--- src/rtl/conv_pkg.sv ---
// Shared constants, saturation limits and FSM encoding for the 3x3 kernel sequencer.
package conv_pkg;

  localparam int PIX_W  = 9;
  localparam int COEF_W = 8;
  localparam int RES_W  = 20;
  localparam int NTAPS  = 9;

  // Signed product of a zero-extended pixel and a signed coefficient.
  localparam int PROD_W = PIX_W + 1 + COEF_W;

  localparam logic signed [RES_W-1:0] RES_MAX = 20'sh7FFFF;  // +524287
  localparam logic signed [RES_W-1:0] RES_MIN = 20'sh80000;  // -524288

  typedef enum logic [1:0] {
    IDLE  = 2'd0,
    ACCUM = 2'd1,
    OUT   = 2'd2
  } state_t;

endpackage

--- src/rtl/mac_sat.sv ---
// Combinational multiply plus saturating accumulate for one kernel tap.
module mac_sat
  import conv_pkg::*;
(
  input  logic signed [RES_W-1:0]  acc_in,
  input  logic        [PIX_W-1:0]  pix,
  input  logic signed [COEF_W-1:0] coef,
  output logic signed [RES_W-1:0]  sum,
  output logic                     clamp
);

  logic signed [PROD_W-1:0] prod;
  logic        [RES_W:0]    wide;

  // Product, one-guard-bit sum, and clamp to the RES_W range when the guard bit disagrees.
  always_comb begin
    prod  = $signed({1'b0, pix}) * coef;
    wide  = {acc_in[RES_W-1], acc_in} + {{(RES_W + 1 - PROD_W){prod[PROD_W-1]}}, prod};
    clamp = (wide[RES_W] != wide[RES_W-1]);
    if (clamp) begin
      sum = wide[RES_W] ? RES_MIN : RES_MAX;
    end else begin
      sum = wide[RES_W-1:0];
    end
  end

endmodule

--- src/rtl/conv3x3_sequencer.sv ---
// Time-multiplexed 3x3 kernel controller: one shared MAC stepped through nine taps per window.
//
// Handshakes: a transfer happens on a rising edge where valid and ready are both 1.
// Ready never depends on valid. Once valid is raised, data is held stable until the transfer.
module conv3x3_sequencer
  import conv_pkg::*;
(
  input  logic                     clk,
  input  logic                     rst_n,
  input  logic                     cfg_we,
  input  logic [3:0]               cfg_addr,
  input  logic [COEF_W-1:0]        cfg_data,
  input  logic                     pix_valid,
  output logic                     pix_ready,
  input  logic [PIX_W-1:0]         pix_data,
  output logic                     res_valid,
  input  logic                     res_ready,
  output logic signed [RES_W-1:0]  res_data,
  output logic                     res_ovf,
  output logic                     busy,
  output state_t                   dbg_state
);

  state_t                   state_q, state_d;
  logic [3:0]               tap_q, tap_d;
  logic signed [RES_W-1:0]  acc_q, acc_d;
  logic                     ovf_q, ovf_d;
  logic                     rdy_en_q, rdy_en_d;
  logic signed [COEF_W-1:0] coef_q [NTAPS];
  logic signed [COEF_W-1:0] coef_d [NTAPS];

  logic                     pix_hs;
  logic signed [RES_W-1:0]  mac_acc_in;
  logic signed [RES_W-1:0]  mac_sum;
  logic                     mac_clamp;

  // The first tap of a window starts from zero, so the product is loaded directly.
  assign mac_acc_in = (state_q == ACCUM) ? acc_q : '0;

  mac_sat u_mac (
    .acc_in (mac_acc_in),
    .pix    (pix_data),
    .coef   (coef_q[tap_q]),
    .sum    (mac_sum),
    .clamp  (mac_clamp)
  );

  // Ready is held low through reset and comes up on the first edge after release.
  assign pix_ready = rdy_en_q && (state_q != OUT);
  assign pix_hs    = pix_valid && pix_ready;
  assign res_valid = (state_q == OUT);
  assign res_data  = res_valid ? acc_q : '0;
  assign res_ovf   = res_valid ? ovf_q : 1'b0;
  assign busy      = (state_q != IDLE);
  assign dbg_state = state_q;

  // Coefficient bank update: only in IDLE and only for valid tap indices.
  always_comb begin
    coef_d = coef_q;
    if (cfg_we && (state_q == IDLE) && (cfg_addr < 4'(NTAPS))) begin
      coef_d[cfg_addr] = cfg_data;
    end
  end

  // Next-state logic: window start, per-tap accumulation, result hold.
  always_comb begin
    state_d  = state_q;
    tap_d    = tap_q;
    acc_d    = acc_q;
    ovf_d    = ovf_q;
    rdy_en_d = 1'b1;
    case (state_q)
      IDLE: begin
        if (pix_hs) begin
          acc_d   = mac_sum;
          ovf_d   = 1'b0;
          tap_d   = 4'd1;
          state_d = ACCUM;
        end
      end
      ACCUM: begin
        if (pix_hs) begin
          acc_d = mac_sum;
          ovf_d = ovf_q | mac_clamp;
          if (tap_q == 4'(NTAPS - 1)) begin
            tap_d   = 4'd0;
            state_d = OUT;
          end else begin
            tap_d = tap_q + 4'd1;
          end
        end
      end
      OUT: begin
        if (res_ready) begin
          state_d = IDLE;
        end
      end
      default: begin
        state_d = IDLE;
        tap_d   = 4'd0;
      end
    endcase
  end

  // State, datapath and coefficient registers; reset restores the identity kernel.
  always_ff @(posedge clk or negedge rst_n) begin
    if (!rst_n) begin
      state_q  <= IDLE;
      tap_q    <= 4'd0;
      acc_q    <= '0;
      ovf_q    <= 1'b0;
      rdy_en_q <= 1'b0;
      for (int i = 0; i < NTAPS; i++) begin
        coef_q[i] <= (i == NTAPS / 2) ? COEF_W'(1) : '0;
      end
    end else begin
      state_q  <= state_d;
      tap_q    <= tap_d;
      acc_q    <= acc_d;
      ovf_q    <= ovf_d;
      rdy_en_q <= rdy_en_d;
      coef_q   <= coef_d;
    end
  end

endmodule

--- config.mk ---
export PLATFORM = sky130hd
export DESIGN_NAME = conv3x3_sequencer
export DESIGN_NICKNAME = d
export VERILOG_FILES = /design/src/rtl/conv_pkg.sv /design/src/rtl/mac_sat.sv /design/src/rtl/conv3x3_sequencer.sv
export SDC_FILE = /design/constraint.sdc
export NUM_CORES = 1
export LEC_CHECK = 0
export ABC_CLOCK_PERIOD_IN_PS = 12520
export BUFFER_PORTS_ARGS = -buffer_cell sky130_fd_sc_hd__buf_2
export CAP_MARGIN = 20
export CELL_PAD_IN_SITES_DETAIL_PLACEMENT = 1
export CELL_PAD_IN_SITES_GLOBAL_PLACEMENT = 1
export CORE_ASPECT_RATIO = 1.2
export CORE_MARGIN = 10
export CORE_UTILIZATION = 55
export CTS_BUF_LIST = sky130_fd_sc_hd__clkbuf_4 sky130_fd_sc_hd__clkbuf_8
export DETAILED_ROUTE_END_ITERATION = 8
export MAX_ROUTING_LAYER = met4
export PLACE_DENSITY = 0.95
export SYNTH_ARGS = -nofsm -noshare
export SYNTH_HDL_FRONTEND = slang
export SYNTH_SLANG_ARGS = --single-unit
export TNS_END_PERCENT = 20
--- constraint.sdc ---
create_clock -name clk -period 12.52 [get_ports clk]
set_input_delay 0.626 -clock clk [delete_from_list [all_inputs] [get_ports clk]]
set_output_delay 0.626 -clock clk [all_outputs]
set_load 0.02 [all_outputs]
Word level (Yosys, flattened, before mapping)
Index checks and enable logic that the tools add are counted.
- flip-flop bits (word level): 100
- bits of input ports: 26
- output and inout bits: 26
- logic and storage cells: 70
- add/subtract/negate cells: 2
- $mul: 1
- magnitude comparators: 4
- equality and inequality tests: 9
- multiplexer cells: 23
- bitwise operators: 4
- reductions and logical operators: 13
- operators with widths (cell ; number):
    two-way mux 20 bit ; 4
    bitwise mux 72 bit ; 1
    binary-select mux 8 bit (select 4 bit) ; 1
    demux 8 bit (select 4 bit) ; 1
    two-way mux 8 bit ; 3
    adder 20 x 18 -> 21 bit ; 1
    multiplier 10 x 8 -> 18 bit ; 1
    two-way mux 4 bit ; 3
    one-hot mux 4 bit (3 select lines) ; 1
    greater-or-equal comparator 5 bit (second input constant) ; 2
    NOT 4 -> 5 bit ; 2
    two-way mux 2 bit ; 4
    inequality test 2 bit (second input constant) ; 3
    one-hot mux 2 bit (3 select lines) ; 1
    AND reduction 3 bit ; 2
    logical AND 1 bit ; 5
    < comparator 5 x 1 -> 1 bit (second input constant) ; 1
    adder 4 x 1 -> 4 bit (second input constant) ; 1
    equality test 4 bit (second input constant) ; 1
    < comparator 4 bit (second input constant) ; 1
    inequality test 2 x 1 -> 1 bit (second input constant) ; 2
    AND reduction 4 bit ; 1
    nonzero test 2 bit ; 2
    two-way mux 1 bit ; 3
    9 further kinds ; 9

Depth between registers and ports, before layout
- word-level depth: 10
- gate-level depth with buffers: 24
- mapped depth without buffers: 21

By module
Synthesis repeated with hierarchy kept, for this count alone.
- cells, all modules: 790
- area, all modules: 8285.4 sq um
- modules (own cells, without submodules) (module ; instances ; cells each ; area an instance (sq um) ; sequential area each (sq um)):
    conv3x3_sequencer ; 1 ; 410 ; 4880.9 ; 2503.7
    mac_sat ; 1 ; 380 ; 3404.5 ; 0.0

Least setup slack after synthesis
No wires, ideal clock.
- path kind: flip-flop to flip-flop
- from: register tap_q[0]
- to: register acc_q[6]
- setup time: 0.121 ns
- arrival: 6.284 ns
- data required time: 12.399 ns
- slack: 6.115 ns
- cell stages (with the launch flop): 22
- path buffers: 2
- clock period less this slack: 6.405 ns
- cell sequence: dfrtp_1 buf_2 mux4_2 mux2i_1 nor2_1 a21oi_1 or2_2 fa_1 fa_1 inv_1 fa_1 fa_1 fa_1 ha_1 a21oi_1 a21oi_1 o211ai_1 mux2_2 nor2_1 buf_2 o21ai_0 a22o_1
- cells in the longest elaborated chain, start to end: 8
- elaborated cells between the ends (all ways): 9
- those cells by class: add/sub: 1; mul: 1; eq/ne: 1; mux: 5; bitwise: 1
- ends and longest elaborated chain (item ; line ; RTL):
    from (decl) ; conv3x3_sequencer.sv:25 ; logic [3:0] tap_q, tap_d;
    from (signal assigned) ; conv3x3_sequencer.sv:118 ; tap_q <= tap_d;
    NOT 4 -> 5 bit (implied by the code) * ; conv3x3_sequencer.sv:43 ; .coef (coef_q[tap_q]),
    binary-select mux 8 bit (select 4 bit) * ; conv3x3_sequencer.sv:43 ;
    two-way mux 8 bit (implied by the code) * (2 in a row) ; conv3x3_sequencer.sv:43 ;
    multiplier 10 x 8 -> 18 bit * ; mac_sat.sv:17 ; prod = $signed({1'b0, pix}) * coef;
    adder 20 x 18 -> 21 bit * ; mac_sat.sv:18 ; wide = {acc_in[RES_W-1], acc_in} + {{(RES_W + 1 - PROD_W){prod[PROD_W-1]}}, prod};
    two-way mux 20 bit / inequality test 1 bit (equally long branches) ; mac_sat.sv:21, mac_sat.sv:19 ;
    two-way mux 20 bit * ; mac_sat.sv:20 ; if (clamp) begin
    to (signal assigned) ; conv3x3_sequencer.sv:110 ; acc_q <= '0;
    to (signal assigned) ; conv3x3_sequencer.sv:119 ; acc_q <= acc_d;
    to (decl) ; conv3x3_sequencer.sv:26 ; logic signed [RES_W-1:0] acc_q, acc_d;
Mark *: on every way between the ends. The rest lies on a longest branch, timed or not. The select of a mux whose other input is x is not followed.
A chain may end at the register's enable or synchronous reset.

Worst setup path in the final report
- from: register tap_q[1]
- to: register acc_q[6]
The elaborated chain is that of the path after synthesis.

==> results.md <==
Critical path:
- The cell type of the slowest stage on the worst timing path is sky130_fd_sc_hd__dfrtp_1.
- STA puts the critical path data required time at 12.79 ns.
- The signal on the critical path passes through mux4_2 -> mux2i_1 -> nor2_1 -> a21oi_1 -> or2_2 -> fa_1 -> fa_1 -> inv_1 -> fa_1 -> fa_1 -> fa_1 -> ha_1 -> a21oi_1 -> a21oi_1 -> o211ai_1 -> mux2_2 -> nor2_1 -> buf_4 -> o21ai_0 -> a22o_1.
- The kind of cell with the highest combined delay along the critical path is adder cells.
- The kind of end point of the critical path is a flop.
- For this run, the slowest stage of the critical path takes 1.00 ns.
- The most repeated library cell on the critical path is sky130_fd_sc_hd__fa_1.
- The worst setup path is of the reg2reg kind.
- The worst setup path is launched from a flop.
- The highest net fanout along the worst path is 22.
- The number of buffers and inverters on the critical path is 2.
- For the worst setup path, the data arrival time is ~7.9 ns.
- In this run the register-to-register setup slack is 4.92 ns.

Clocking:
- After clock tree synthesis, the clock-pin slew on the worst setup and hold paths is roughly 0.11 ns.
- The number of gates resized after CTS was 0.
- The latest clock arrival within the worst-skew pair is 0.38 ns.
- The number of buffers created by CTS is 9.
- The number of hold-repair buffers added at the cts stage is 0.
- After clock tree synthesis, the setup repair step added 0 buffers.
- The number of levels the H-tree was split into is 3.
- Counting along the longest clock path gives a buffer depth of 2.
- TritonCTS built the clock tree.
- The number of clock sinks seen by CTS is 100.
- The tree is rooted in a sky130_fd_sc_hd__clkbuf_8.

Run:
- Max-cap violations in this run came to 0.

STA:
- The post-layout worst setup margin is 4.92 ns.
- The minimum hold slack is 0.129 ns.
- The final hold violation count is 0.
- Setup repair after global routing left no endpoint under its margin.
- The actual transition at the worst max-transition pin is 1.00 ns.
- In the finished design, the share of the clock period the worst path needs comes to between 60% and 70%.
- The smallest clock period supported by the final layout is computed as about 7.6 ns.
- The post-route setup TNS is 0 ns.
- In this run the tightest slew margin relative to its limit is 33.1%.
- Derived from the worst setup path, the maximum achievable clock frequency is about 130 MHz.
- The number of pins with negative max-slew slack in the final report was 0.
- The clock arrives with 0.0117 ns of skew.
- Setup violations remaining at the end of the flow were counted as 0.

Global routing:
- After global routing the overflow that remains totals 0.
- The initial antenna violation count is 0.
- The global-route wire length before repair is 37.2 mm.
- The combined global-route utilization of all metal layers is 23.5%.
- The maximum number of pins on one net before global-route repair is 77.
- The via count of the first global-routing pass came to 6908.

Detailed routing:
- The total via count after detailed routing is 5959.
- The routed wirelength normalized by instance count is 22.3 um.
- The count of nets left with antenna violations once routing finished came out at 0.
- The number of detailed-routing iterations run before antenna repair is 4.
- After detailed routing, the total wire length is 22.6 mm.
- The remaining design rule violation count is 0.
- After detailed routing, the number of vias per cell comes to a little under 6.
- The violation count after the first detailed-route iteration is 248.

Pwr:
- The switching power of the nets is ~0.8 mW.
- The design draws between 1.5 and 2 mW.
- The static leakage power is 4.47 nW.
- The proportion of power drawn by the clock network is 12.3%.
- The switching share of power is 45.7%.
- Per report_power, the combinational group accounts for 60.4% of the total.
- Power spread over the standard cell area amounts to approximately 200 mW/mm^2.
- The internal portion of the total power is 0.961 mW.
- VDD sags by at most 126 uV.
- Registers are responsible for 27.3% of the overall power.

Die:
- During I/O placement, the number of pins put on the boundary was 52.
- The core footprint is 0.0145 sq mm.
- The initial core utilization is 56.5%.
- After floorplanning, the core was divided into 48 placement rows.
- The die is 131 um wide.
- The vertical extent of the die is about 150 um.
- The die area is 0.0202 sq mm.

Yosys:
- The post-synthesis sequential element count is 100.
- During synthesis, Yosys emitted a total of 0 warnings.
- The synthesized area per cell is 10.6 sq um.
- The net count after synthesis is 917.
- The post-synthesis cell count is 769.
- After Yosys synthesis, and, or, nand and nor cells account for 14.1% of the synthesized area.
- By area the synthesized netlist is led by sky130_fd_sc_hd__dfrtp_1 (30%), sky130_fd_sc_hd__fa_1 (15%), sky130_fd_sc_hd__mux2_2 (10%).
- The leading area contributor after synthesis is sky130_fd_sc_hd__dfrtp_1.
- In the synthesized netlist, mux cells make up 15.7% of the area.
- The number of distinct library cell variants in the gate-level netlist after synthesis is 54.
- In the synthesized netlist the async set-or-reset flop fraction comes to 100%.
- The number of enable flip-flop cells after synthesis is 0.
- The cell with the most instances after synthesis is sky130_fd_sc_hd__dfrtp_1.
- The adder and majority gate portion of the synthesized area is 26.5%.
- The commonest cells after synthesis are sky130_fd_sc_hd__dfrtp_1 (99), sky130_fd_sc_hd__nand2_1 (85), sky130_fd_sc_hd__and2_1 (74).
- The largest family of logic cells by synthesized area is adder cells.
- The sequential share of the synthesized area is between 30% and 40%.
- The fraction of synthesized cell area taken by the top area cell type is 30.3%.
- The total standard cell area after synthesis is slightly above 0.008 sq mm.
- The most used flip-flop cell after synthesis is sky130_fd_sc_hd__dfrtp_1.
- Summing the areas of all compound-gate instances in the mapped netlist gives between 6 and 7% of the synthesized area.
- The xor and xnor fraction of the mapped netlist area is 1.61%.

Finish:
- The fraction of final layout cells sized beyond drive strength 1 is a little under a quarter.
- Cells fill 61.0% of the core in the end.
- The count of fill cells added during filler insertion is 1589.
- The final net count is 954.
- The number of cells in the finished layout apart from fillers is 1011.
- The sequential cells in the finished layout cover a total of around 0.0025 sq mm.
- The number of antenna diodes in the final layout is 0.
- The finished cells cover 0.00883 sq mm.
- The area used by multi-input combinational logic is about 0.0053 sq mm.
- The area growth from synthesis to layout is 8.12%.

Placed design:
- Routability-driven placement finished with a final weighted congestion of slightly above 0.9.
- The total placed instance area is between 0.008 and 0.009 sq mm.
- The number of cells in the design after placement is 993.
- The sum of net half-perimeters after detailed placement is 18.2 mm.
- The post-placement worst setup slack is between 4 and 5 ns.
- The count of input and output buffers is 51.

Outcome:
- The run finished with clean final reports.

Hold path:
- The class of the most critical hold timing path is in2async.
[path summary, 6_finish.rpt]
path,from,endpoint,depth (start not counted)
worst max-delay path,tap_q[1],acc_q[6],20
worst min-delay path,rst_n,coef_q[51],1
worst max register to register,tap_q[1],acc_q[6],20
worst min register to register,coef_q[60],coef_q[60],1
max in group asynchronous,rst_n,coef_q[61],2
min in group clk,res_ready,dbg_state[1],2
[state kept, by name (all words and copies together) (netlist names)]
register,cells
coef_q,72
rdy_en_q,1
tap_q,4
dbg_state,2
ovf_q,1
acc_q,20
[placed cells by master (no fill, tap or decap), types with 9 or more instances in the layout]
cell type / n
sky130_fd_sc_hd__dfrtp_1: 99
sky130_fd_sc_hd__a21oi_1: 22
sky130_fd_sc_hd__nor2_1: 29
sky130_fd_sc_hd__o21ai_1: 26
sky130_fd_sc_hd__mux2i_1: 10
sky130_fd_sc_hd__fa_1: 60
sky130_fd_sc_hd__nand3_1: 9
sky130_fd_sc_hd__maj3_2: 16
sky130_fd_sc_hd__and2_1: 74
sky130_fd_sc_hd__ha_1: 62
sky130_fd_sc_hd__nand2_1: 85
sky130_fd_sc_hd__clkbuf_8: 9
sky130_fd_sc_hd__mux2_2: 73
sky130_fd_sc_hd__buf_2: 50
sky130_fd_sc_hd__mux4_2: 16
sky130_fd_sc_hd__inv_1: 65
sky130_fd_sc_hd__o21ai_0: 16
[worst reg2reg max path, delay by kind of cell, from the launching register on]
kind,cells,cell delay [ns]
DFF,1,1.00
muxes,3,0.97
adders and majority gates,6,2.91
AOI/OAI and AO/OA,6,1.84
and+or+nand+nor,3,0.43
buffers and inverters,2,0.35
[power groups by stage]
stage / registers (mW) / logic [mW] / clock network, mW
final: 0.483 / 1.07 / 0.217
after CTS: 0.483 / 1.07 / 0.220
after global placement: 0.489 / 0.937 / 0
after floorplan: 0.429 / 0.816 / 0
after global routing: 0.493 / 1.20 / 0.238
after detailed placement: 0.489 / 1.06 / 0
[final cells by class]
cell class / instances / share of cell area [%]
clock buffer: 9 / 1.40
timing repair buffer: 59 / 3.91
multi-input combinational: 571 / 59.8
sequential: 100 / 28.3
inverter: 65 / 2.76
clock inverter: 7 / 0.906
tap: 200 / 2.83
[logic make-up (layout without fill, tap and decap cells)]
kind of cell	count (synthesis)	after routing
other	1	1
adder cells (fa/ha/maj)	139	139
XOR/XNOR	15	15
AND/OR/NAND/NOR	226	226
AO/OA/AOI/OAI	91	91
buffers and inverters	98	140
flip-flops	100	100
multiplexers	99	99
[routing by layer]
layer  share of wire (%)  routed length (um)  GRT usage, %
met3                 2.1                 484          2.74
met2                  57               12800          44.4
met5                   0                   0             -
met1                  38                8660          24.9
met4                 2.7                 620          7.90
No activity file was read; power rests on OpenSTA's default activity.
